File: src/rtl/log_pkg.sv
// log_pkg: shared types and helpers for the sequential integer log2 unit.
//   log_state_t : FSM state encoding (IDLE, SHIFT, DONE)
//   log_rw()    : result width for a given operand width, $clog2(width+1)
package log_pkg;

  typedef enum logic [1:0] {
    IDLE  = 2'd0,
    SHIFT = 2'd1,
    DONE  = 2'd2
  } log_state_t;

  // Wide enough to hold any value 0..width, which covers the ceiling result.
  function automatic int log_rw(input int width);
    return $clog2(width + 1);
  endfunction

endpackage

File: src/rtl/log_seq.sv
// log_seq: sequential integer log2 of a WIDTH-bit operand.
// The operand is shifted right one bit per cycle until it drops below 2.
// The number of shifts taken is floor(log2 a).
//
// Build option: LOG_CEIL_EN adds the ceil_mode input. With ceil_mode=1 the
// result is floor plus a sticky bit, set when any 1 was shifted out, which
// gives ceil(log2 a). Without the macro the result is always floor.
//
// Ports:
//   clk       in   rising-edge clock
//   rst       in   synchronous reset, active low
//   start     in   request, sampled only in IDLE
//   a         in   operand, captured on the edge that accepts start
//   ceil_mode in   (LOG_CEIL_EN only) ceiling select, captured with start
//   busy      out  operation in progress
//   done      out  one-cycle completion pulse
//   result    out  log2 of the captured operand, held until the next done
//   zero      out  captured operand was 0, held with result
//   dbg_state out  current FSM state
//
// Handshake: start is accepted on an edge when the FSM is in IDLE. busy is
// high from that edge until done rises. done is high for exactly one cycle,
// and result/zero are valid from that cycle on. start is ignored while busy
// or done is high. Requests are not queued.
module log_seq
  import log_pkg::*;
#(
  parameter  int WIDTH = 7,
  localparam int RW    = log_rw(WIDTH)
) (
  input  logic             clk,
  input  logic             rst,
  input  logic             start,
  input  logic [WIDTH-1:0] a,
`ifdef LOG_CEIL_EN
  input  logic             ceil_mode,
`endif
  output logic             busy,
  output logic             done,
  output logic [RW-1:0]    result,
  output logic             zero,
  output log_state_t       dbg_state
);

  log_state_t       state, state_n;
  logic [WIDTH-1:0] buffer, buffer_n;
  logic [RW-1:0]    count, count_n;
  logic             busy_n, done_n, zero_n;
  logic [RW-1:0]    result_n;
`ifdef LOG_CEIL_EN
  logic             sticky, sticky_n;
  logic             ceil_q, ceil_q_n;
`endif

  assign dbg_state = state;

  always_ff @(posedge clk) begin
    if (!rst) begin
      state  <= IDLE;
      buffer <= '0;
      count  <= '0;
      busy   <= 1'b0;
      done   <= 1'b0;
      result <= '0;
      zero   <= 1'b0;
`ifdef LOG_CEIL_EN
      sticky <= 1'b0;
      ceil_q <= 1'b0;
`endif
    end else begin
      state  <= state_n;
      buffer <= buffer_n;
      count  <= count_n;
      busy   <= busy_n;
      done   <= done_n;
      result <= result_n;
      zero   <= zero_n;
`ifdef LOG_CEIL_EN
      sticky <= sticky_n;
      ceil_q <= ceil_q_n;
`endif
    end
  end

  always_comb begin
    state_n  = state;
    buffer_n = buffer;
    count_n  = count;
    busy_n   = busy;
    done_n   = 1'b0;
    result_n = result;
    zero_n   = zero;
`ifdef LOG_CEIL_EN
    sticky_n = sticky;
    ceil_q_n = ceil_q;
`endif
    unique case (state)
      IDLE: begin
        if (start) begin
          buffer_n = a;
          count_n  = '0;
          busy_n   = 1'b1;
          state_n  = SHIFT;
`ifdef LOG_CEIL_EN
          sticky_n = 1'b0;
          ceil_q_n = ceil_mode;
`endif
        end
      end
      SHIFT: begin
        if (buffer >= WIDTH'(2)) begin
          buffer_n = buffer >> 1;
          // count stops at WIDTH-1, so the increment never wraps in RW bits.
          count_n  = count + RW'(1);
`ifdef LOG_CEIL_EN
          sticky_n = sticky | buffer[0];
`endif
        end else begin
`ifdef LOG_CEIL_EN
          // Floor is at most WIDTH-1, so floor+1 still fits RW.
          result_n = count + RW'(ceil_q & sticky);
`else
          result_n = count;
`endif
          zero_n   = (buffer == '0);
          done_n   = 1'b1;
          busy_n   = 1'b0;
          state_n  = DONE;
        end
      end
      DONE: begin
        state_n = IDLE;
      end
      default: begin
        state_n = IDLE;
      end
    endcase
  end

endmodule

File: config.mk
export PLATFORM = sky130hd
export DESIGN_NAME = log_seq
export DESIGN_NICKNAME = d
export VERILOG_FILES = /design/src/rtl/log_pkg.sv /design/src/rtl/log_seq.sv
export SDC_FILE = /design/constraint.sdc
export NUM_CORES = 1
export LEC_CHECK = 0
export CAP_MARGIN = 20
export CORE_UTILIZATION = 45
export DETAILED_ROUTE_END_ITERATION = 8
export GPL_TIMING_DRIVEN = 0
export PLACE_DENSITY = 0.72
export SYNTH_ARGS = -nofsm -noshare
export SYNTH_HDL_FRONTEND = slang
export SYNTH_SLANG_ARGS = --single-unit
File: constraint.sdc
create_clock -name clk -period 2.2 [get_ports clk]
set_input_delay 0.44 -clock clk [delete_from_list [all_inputs] [get_ports clk]]
set_output_delay 0.44 -clock clk [all_outputs]
set_load 0.1 [all_outputs]
==> results.sh, run 1 <==
export IMPL_grt_pass1_wl_mm=2.89
export IMPL_min_path_type="register to register"
export IMPL_skew_ns=0.00291
export IMPL_layout_drive_gt1_share_pct=20.7
export IMPL_slew_violations=0
export IMPL_dr_first_iter_drc_count=5
export IMPL_start_kind="register"
export IMPL_pre_cts_slack_ns=0.112
export IMPL_routed_via_density=5.20
export IMPL_syn_inst=92
export IMPL_antenna_found_initial=0
export IMPL_path_buf_inv=1
export IMPL_dieArea_sq_um=2070
export IMPL_layout_nets=124
export IMPL_worst_pin_slew_ns=0.962
export IMPL_synthTopCellsByArea="dfxtp_1 (42%), a311oi_2 (11%), nand2_1 (7.9%), nor2_1 (3.1%), a31oi_4 (2.5%)"
export IMPL_hpwl_mm=1.24
export IMPL_leakagePower_nw=0.475
export IMPL_crit_type="register to output port"
export IMPL_first_pass_iters=3
export IMPL_vias=707
export IMPL_layout_min_cycle_time_ns=2.11
export IMPL_grt_max_degree=11
export IMPL_grtUsageMet2_pct=32.6
export IMPL_numCtsBuffers=3
export IMPL_core_sq_um=1750
export IMPL_synth_area_leader_cell="dfxtp_1"
export IMPL_required_ns=1.76
export IMPL_clk_path_buf_depth=2
export IMPL_n_antenna_cell=0
export IMPL_grt_pass1_vias=663
export IMPL_max_cap_violations=0
export IMPL_yosysUniqueCellTypes=32
export IMPL_clock_sinks=18
export IMPL_async_flop_share_pct=0
export IMPL_synth_edf_count=0
export IMPL_ant_nets=0
export IMPL_finalSetupTns_ns=0
export IMPL_syn_area_sq_um=853
export IMPL_slew_headroom_pct=35.8
export IMPL_synth_nets=103
export IMPL_overflow=0
export IMPL_synthFlopType="dfxtp_1"
export IMPL_cp_arrival_ns=1.67
export IMPL_slowest_stage="dlygate4sd2_1"
export IMPL_die_h_um=45.5
export IMPL_critPathTopFamily="buffers and inverters"
export IMPL_ios=18
export IMPL_insertion_delay_ns=0.28
export IMPL_start_util_pct=48.9
export IMPL_hold_viol_final=0
export IMPL_cts_tree="built"
export IMPL_drc=0
export IMPL_status="finished, final reports clean"
export IMPL_portBuffers=16
export IMPL_die_x_um=45.5
export IMPL_vdd_drop_max_v=0.000353
export IMPL_place_gp_congestion=0.755
export IMPL_drt_total_wl_mm=1.64
export IMPL_area_delta_synth_final_pct=25.2
export IMPL_timing_fmax_ghz=0.474
export IMPL_hold_buffers=0
export IMPL_yosysTopAreaCellShare_pct=42.2
export IMPL_htreeDepth=1
export IMPL_cts_root_buf="clkbuf_4"
export IMPL_period_share_pct=95.9
export IMPL_syn_area_per_cell_sq_um=9.28
export IMPL_setup_slack_ns=0.0894
export IMPL_utilization_pct=61.2
export IMPL_power_density_nw_per_um2=792
export IMPL_path_max_fanout=7
export IMPL_finalSetupViolCount=0
export IMPL_grt_use_met1_pct=24.6
export IMPL_wl_per_cell_um=12.1
export IMPL_grt_use_met3_pct=3.57
export IMPL_clk_pin_slew_ns=0.10
export IMPL_rows=15
export IMPL_synth_seq_cells=18
export IMPL_synth_warnings=0
export IMPL_crit_chain="dlygate4sd2_1"
export IMPL_crit_path_end_kind="output port"
export IMPL_rsz0062_at_grt="false"
export IMPL_max_stage_delay_ns=0.90
export IMPL_grtUsageTotal_pct=19.2
export IMPL_synth_seq_area_share_pct=42.2
export IMPL_grt_busiest_layer="met2"
-- flip-flops by register name, indices dropped and copies added (netlist names) --
register,flops
buffer,7
dbg_state,2
busy,1
done,1
result,3
zero,1
count,3
-- cells by family after synthesis --
family                     after synthesis  share of synthesized area, %
and+or+nand+nor                         47                          28.4
adders and majority gates                1                          1.47
buffers and inverters                    8                          5.42
AOI/OAI and AO/OA                       18                          22.4
DFF                                     18                          42.2
-- what timing repair did --
action | CTS | global route
resized for setup | 5 | 3
setup buffers | 0 | 0
endpoints found under the setup margin | 5 | 3
pin swaps | 0 | 0
-- layout make-up --
type / instances / area, sq um
fill: 161 / 677
multi-input combinational: 66 / 447
sequential: 18 / 360
timing repair buffer: 16 / 161
buffer: 6 / 38.8
tap: 25 / 31.3
clock buffer: 3 / 22.5
inverter: 2 / 7.51
-- power breakdown --
| group | total (mW) | internal (mW) | switching (mW) |
|---|---|---|---|
| sequential | 0.396 | 0.359 | 0.0369 |
| clock | 0.162 | 0.0635 | 0.0988 |
| combinational | 0.288 | 0.104 | 0.184 |
-- stage by stage --
stage	power [mW]	hold slack, ns	instances	area, sq um
after global placement	0.692	0.442	133	1040
after CTS	0.851	0.458	136	1060
after global routing	0.894	0.470	136	1070
after floorplan	0.631	0.428	92	853
final	0.846	0.454	136	1070
after detailed placement	0.700	0.443	133	1040
-- placed cells by master, fill, tap and decap left out, types with 4 or more instances in the layout --
master / instances
nand2_1: 18
nand3_1: 4
o21ai_0: 4
dlygate4sd2_1: 5
clkdlybuf4s50_1: 8
nor2_1: 7
a311oi_2: 6
dfxtp_1: 18
-- final timing paths --
check / cells past startpoint / from / slack (ns) / to
worst min-delay path: 1 / buffer[0] / 0.45 / zero
worst max register to register: 5 / dbg_state[0] / 0.72 / buffer[3]
worst max-delay path: 1 / dbg_state[0] / 0.09 / dbg_state[0]
worst min register to register: 1 / buffer[0] / 0.45 / zero
-- cell usage after synthesis (2+ instances only) --
library cell and instances:
and3_1 3, clkbuf_1 2, dfxtp_1 18, a311oi_2 6
inv_1 2, a21oi_1 2, nand2b_1 2, nor2_1 7
nor2_2 2, nand2_1 18, buf_4 2, nand4_1 2
o21ai_0 4, nand3_1 4
-- routing by layer --
layer	share of wire (%)	vias up
met4	0.85	0
met3	2.5	2
met2	50	13
li1	-	364
met5	0	-
met1	47	328
Power figures use the tool's default switching activity.
==> run 2, diff against run 1 <==
- DONT_BUFFER_PORTS: default -> 1
- PLACE_DENSITY: 0.72 -> default
- clock period: 2.2 -> 2.1 ns (I/O delays scaled with it)
==> results.sh, run 2 (same netlist as run 1, synthesis figures left out) <==
export IMPL_cts_tree="built"
export IMPL_grt_max_degree=11
export IMPL_die_x_um=45.5
export IMPL_grt_pass1_wl_mm=2.76
export IMPL_skew_ns=0.00475
export IMPL_status="finished, final reports clean"
export IMPL_final_cell_mix="nand2_1 (18), dfxtp_1 (17), nor2_1 (7), a311oi_2 (6)"
export IMPL_max_cap_violations=0
export IMPL_reg2reg_from="dbg_state[1]"
export IMPL_clk_path_buf_depth=2
export IMPL_top_regs="buffer: 7 flops, count: 3 flops, result: 3 flops"
export IMPL_grt_pass1_vias=607
export IMPL_slew_headroom_pct=34.9
export IMPL_crit_path_end_kind="register"
export IMPL_htreeDepth=1
export IMPL_layout_drive_gt1_share_pct=26.8
export IMPL_portBuffers=0
export IMPL_hold_buffers=0
export IMPL_routed_via_density=5.30
export IMPL_rsz0062_at_grt="false"
export IMPL_antenna_found_initial=0
export IMPL_rr_endpoint="zero"
export IMPL_reg2regPathDepth=5
export IMPL_place_gp_congestion=0.744
export IMPL_core_sq_um=1750
export IMPL_overflow=0
export IMPL_ant_nets=0
export IMPL_numCtsBuffers=3
export IMPL_largest_reg_flops=7
export IMPL_layout_min_cycle_time_ns=1.73
export IMPL_hold_viol_final=0
export IMPL_timing_fmax_ghz=0.578
export IMPL_insertion_delay_ns=0.29
export IMPL_drc=0
export IMPL_slew_violations=0
export IMPL_cp_arrival_ns=1.95
export IMPL_clk_pin_slew_ns=0.10
export IMPL_ios=18
export IMPL_grtUsageTotal_pct=18.5
export IMPL_start_kind="register"
export IMPL_vias=646
export IMPL_crit_type="register to register"
export IMPL_area_delta_synth_final_pct=11.3
export IMPL_start_util_pct=48.9
export IMPL_vdd_drop_max_v=0.000445
export IMPL_post_cts_setup_buffer_count=0
export IMPL_cts_root_buf="clkbuf_4"
export IMPL_n_antenna_cell=0
export IMPL_power_density_nw_per_um2=966
export IMPL_largest_register="buffer"
export IMPL_worst_pin_slew_ns=0.975
export IMPL_drt_total_wl_mm=1.64
export IMPL_nFillCells=174
export IMPL_dieArea_sq_um=2070
export IMPL_utilization_pct=54.4
export IMPL_die_h_um=45.5
export IMPL_finalSetupTns_ns=0
export IMPL_layout_nets=109
export IMPL_setup_slack_ns=0.371
export IMPL_r2r_slack_ns=0.37
export IMPL_crit_start="dbg_state[1]"
export IMPL_hpwl_mm=1.20
export IMPL_required_ns=2.32
export IMPL_crit_end="zero"
export IMPL_rows=15
export IMPL_period_share_pct=82.3
export IMPL_leakagePower_nw=0.360
export IMPL_min_path_type="input port to register"
export IMPL_total_power_uw=917
export IMPL_clock_sinks=18
export IMPL_finalSetupViolCount=0
export IMPL_wl_per_cell_um=13.4
export IMPL_pre_cts_slack_ns=0.0384
export IMPL_path_max_fanout=10
export IMPL_final_common_cell="nand2_1"
export IMPL_first_pass_iters=3
export IMPL_dr_first_iter_drc_count=3
run 2: power breakdown:
group | leakage, nW | total [mW] | switching (mW) | internal (mW)
combinational | 0.191 | 0.231 | 0.132 | 0.0990
sequential | 0.148 | 0.476 | 0.0994 | 0.376
clock | 0.0210 | 0.210 | 0.105 | 0.106
total | 0.360 | 0.917 | 0.336 | 0.581
run 2: worst min path at each step:
stage	from	slack [ns]	to	depth (start not counted)
after global placement	buffer[0]	0.44	zero	1
after floorplan	buffer[0]	0.43	zero	1
after detailed placement	buffer[0]	0.44	zero	1
after global routing	a[1]	0.31	buffer[1]	2
after CTS	a[2]	0.30	buffer[2]	2
final	a[6]	0.30	buffer[6]	2
run 2: area by class of cell:
| class | instances | area [sq um] | share of cell area, % |
|---|---|---|---|
| Buffer | 6 | 38.8 | 4.08 |
| Inverter | 2 | 7.51 | 0.791 |
| Clock buffer | 4 | 36.3 | 3.82 |
| Multi-Input combinational cell | 66 | 447 | 47.0 |
| Tap cell | 25 | 31.3 | 3.29 |
| Timing Repair Buffer | 1 | 27.5 | 2.90 |
| Sequential cell | 18 | 362 | 38.1 |
run 2: worst max-delay path: stages, from the launching register on:
cell	delay (ns)
dfxtp_2	0.70
and2b_1	0.25
buf_4	0.16
and3_1	0.18
buf_4	0.16
a211oi_2	0.20
run 2: metal layers:
metal	track usage, %	wire [um]	share of wire (%)	vias to the layer above
li1	-	-	-	335
met1	24.0	814	50	295
met2	30.0	771	47	14
met3	3.57	43	2.6	2
met4	7.27	9	0.55	0
met5	0	0	0	-
run 2: stage by stage:
| stage | cell area (sq um) | cells | hold WS (ns) |
|---|---|---|---|
| after floorplan | 853 | 92 | 0.428 |
| after global placement | 885 | 117 | 0.440 |
| after detailed placement | 912 | 118 | 0.442 |
| after CTS | 948 | 122 | 0.297 |
| after global routing | 950 | 122 | 0.306 |
| final | 950 | 122 | 0.304 |
run 2: timing repair:
item,4_1_cts,5_1_grt
setup endpoints to repair,0,8
endpoints found under the hold margin,0,0
resized for setup,0,1
==> run 3, diff against run 2 <==
- clock period: 2.1 -> 1.7 ns (I/O delays scaled with it)
==> results.sh, run 3 (same netlist as run 1, synthesis figures left out) <==
export IMPL_final_cell_mix="nand2_1 (18), dfxtp_1 (16), nor2_1 (7), a311oi_2 (6)"
export IMPL_clk_path_buf_depth=2
export IMPL_layout_nets=108
export IMPL_dr_first_iter_drc_count=6
export IMPL_crit_start="busy"
export IMPL_vias=645
export IMPL_grtUsageTotal_pct=18.3
export IMPL_top_regs="buffer: 7 flops, count: 3 flops, result: 3 flops"
export IMPL_worst_pin_slew_ns=0.987
export IMPL_max_cap_violations=0
export IMPL_wl_per_cell_um=13.2
export IMPL_grtUsageMet2_pct=28.9
export IMPL_period_share_pct=94.9
export IMPL_path_max_fanout=3
export IMPL_layout_min_cycle_time_ns=1.61
export IMPL_finalSetupTns_ns=0
export IMPL_dieArea_sq_um=2070
export IMPL_clockPowerShare_pct=23.1
export IMPL_required_ns=1.36
export IMPL_antenna_found_initial=0
export IMPL_n_antenna_cell=0
export IMPL_post_cts_setup_buffer_count=0
export IMPL_setup_slack_ns=0.0870
export IMPL_cts_root_buf="clkbuf_4"
export IMPL_start_util_pct=48.9
export IMPL_core_sq_um=1750
export IMPL_slew_headroom_pct=34.1
export IMPL_final_common_cell="nand2_1"
export IMPL_grt_pass1_vias=598
export IMPL_ios=18
export IMPL_grt_use_met3_pct=2.38
export IMPL_p_int_uw=702
export IMPL_status="finished, final reports clean"
export IMPL_skew_ns=0.00493
export IMPL_rr_endpoint="buffer[3]"
export IMPL_vdd_drop_max_v=0.000483
export IMPL_hold_buffers=0
export IMPL_finalSetupViolCount=0
export IMPL_start_kind="register"
export IMPL_power_density_nw_per_um2=1200
export IMPL_p_switching_uw=409
export IMPL_pre_cts_slack_ns=-0.115
export IMPL_clk_pin_slew_ns=0.10
export IMPL_r2r_slack_ns=0.10
export IMPL_routed_via_density=5.33
export IMPL_min_path_type="input port to register"
export IMPL_die_h_um=45.5
export IMPL_timing_fmax_ghz=0.620
export IMPL_cts_tree="built"
export IMPL_power_share_sequential_pct=54.9
export IMPL_slew_violations=0
export IMPL_grt_use_met1_pct=24.4
export IMPL_crit_end="busy"
export IMPL_insertion_delay_ns=0.29
export IMPL_swShare_pct=36.8
export IMPL_cp_arrival_ns=1.27
export IMPL_drc=0
export IMPL_crit_cells=0
export IMPL_place_gp_congestion=0.786
export IMPL_crit_type="register to output port"
export IMPL_layout_drive_gt1_share_pct=27.1
export IMPL_reg2regPathDepth=5
export IMPL_area_delta_synth_final_pct=8.80
export IMPL_overflow=0
export IMPL_power_frac_comb_pct=22.0
export IMPL_die_x_um=45.5
export IMPL_htreeDepth=1
export IMPL_portBuffers=0
export IMPL_largest_reg_flops=7
export IMPL_hold_viol_final=0
export IMPL_largest_register="buffer"
export IMPL_hpwl_mm=1.11
export IMPL_clock_sinks=18
export IMPL_rows=15
export IMPL_leakagePower_nw=0.349
export IMPL_ant_nets=0
export IMPL_first_pass_iters=3
export IMPL_grt_busiest_layer="met2"
export IMPL_grt_max_degree=11
export IMPL_crit_path_end_kind="output port"
export IMPL_rsz0062_at_grt="false"
export IMPL_reg2reg_from="dbg_state[0]"
export IMPL_drt_total_wl_mm=1.60
export IMPL_grt_pass1_wl_mm=2.67
export IMPL_numCtsBuffers=3
## run 3: cell types whose count changed in the layout (fill, tap and decap cells not counted)
cell / before / now
buf_16: 1 / 0
dfxtp_1: 17 / 16
dfxtp_2: 1 / 0
dfxtp_4: 0 / 2
## run 3: what timing repair did
item / CTS / global route
hold endpoints to repair: 0 / 0
setup endpoints to repair: 7 / 0
resized for setup: 2 / 0
## run 3: metal layers
metal / vias up / share of wire (%)
li1: 333 / -
met1: 293 / 52
met2: 17 / 44
met3: 2 / 3.2
met4: 0 / 0.87
met5: - / 0
## run 3: worst min path at each step
stage / start / slack [ns] / depth (start not counted) / end
final: a[6] / 0.21 / 2 / buffer[6]
after detailed placement: buffer[0] / 0.44 / 1 / zero
after floorplan: buffer[0] / 0.43 / 1 / zero
after CTS: a[6] / 0.20 / 2 / buffer[6]
after global placement: buffer[0] / 0.44 / 1 / zero
after global routing: a[2] / 0.21 / 2 / buffer[2]
## run 3: power groups by stage
stage / Clock (mW) / Combinational [mW] / Sequential (mW)
2_1_floorplan: 0 / 0.208 / 0.610
3_5_place_dp: 0 / 0.247 / 0.621
4_1_cts: 0.268 / 0.248 / 0.611
6_report: 0.257 / 0.244 / 0.610
3_3_place_gp: 0 / 0.241 / 0.621
5_1_grt: 0.290 / 0.270 / 0.619
## run 3: stage by stage
step	hold WS [ns]	instance area [sq um]	total power, mW	utilization [%]	instances
finish	0.208	928	1.11	53.2	121
global route	0.213	928	1.18	53.2	121
CTS	0.199	928	1.13	53.2	121
detailed placement	0.442	887	0.868	50.8	117
global placement	0.442	887	0.862	50.8	117
floorplan	0.428	856	0.817	-	92
## run 3: cell type report
class,instances,area (sq um)
fillers,167,817
inverters,2,7.51
clock buffers,4,36.3
flip-flops and latches,18,368
plain buffers,6,38.8
multi-input cells,66,447
well taps,25,31.3
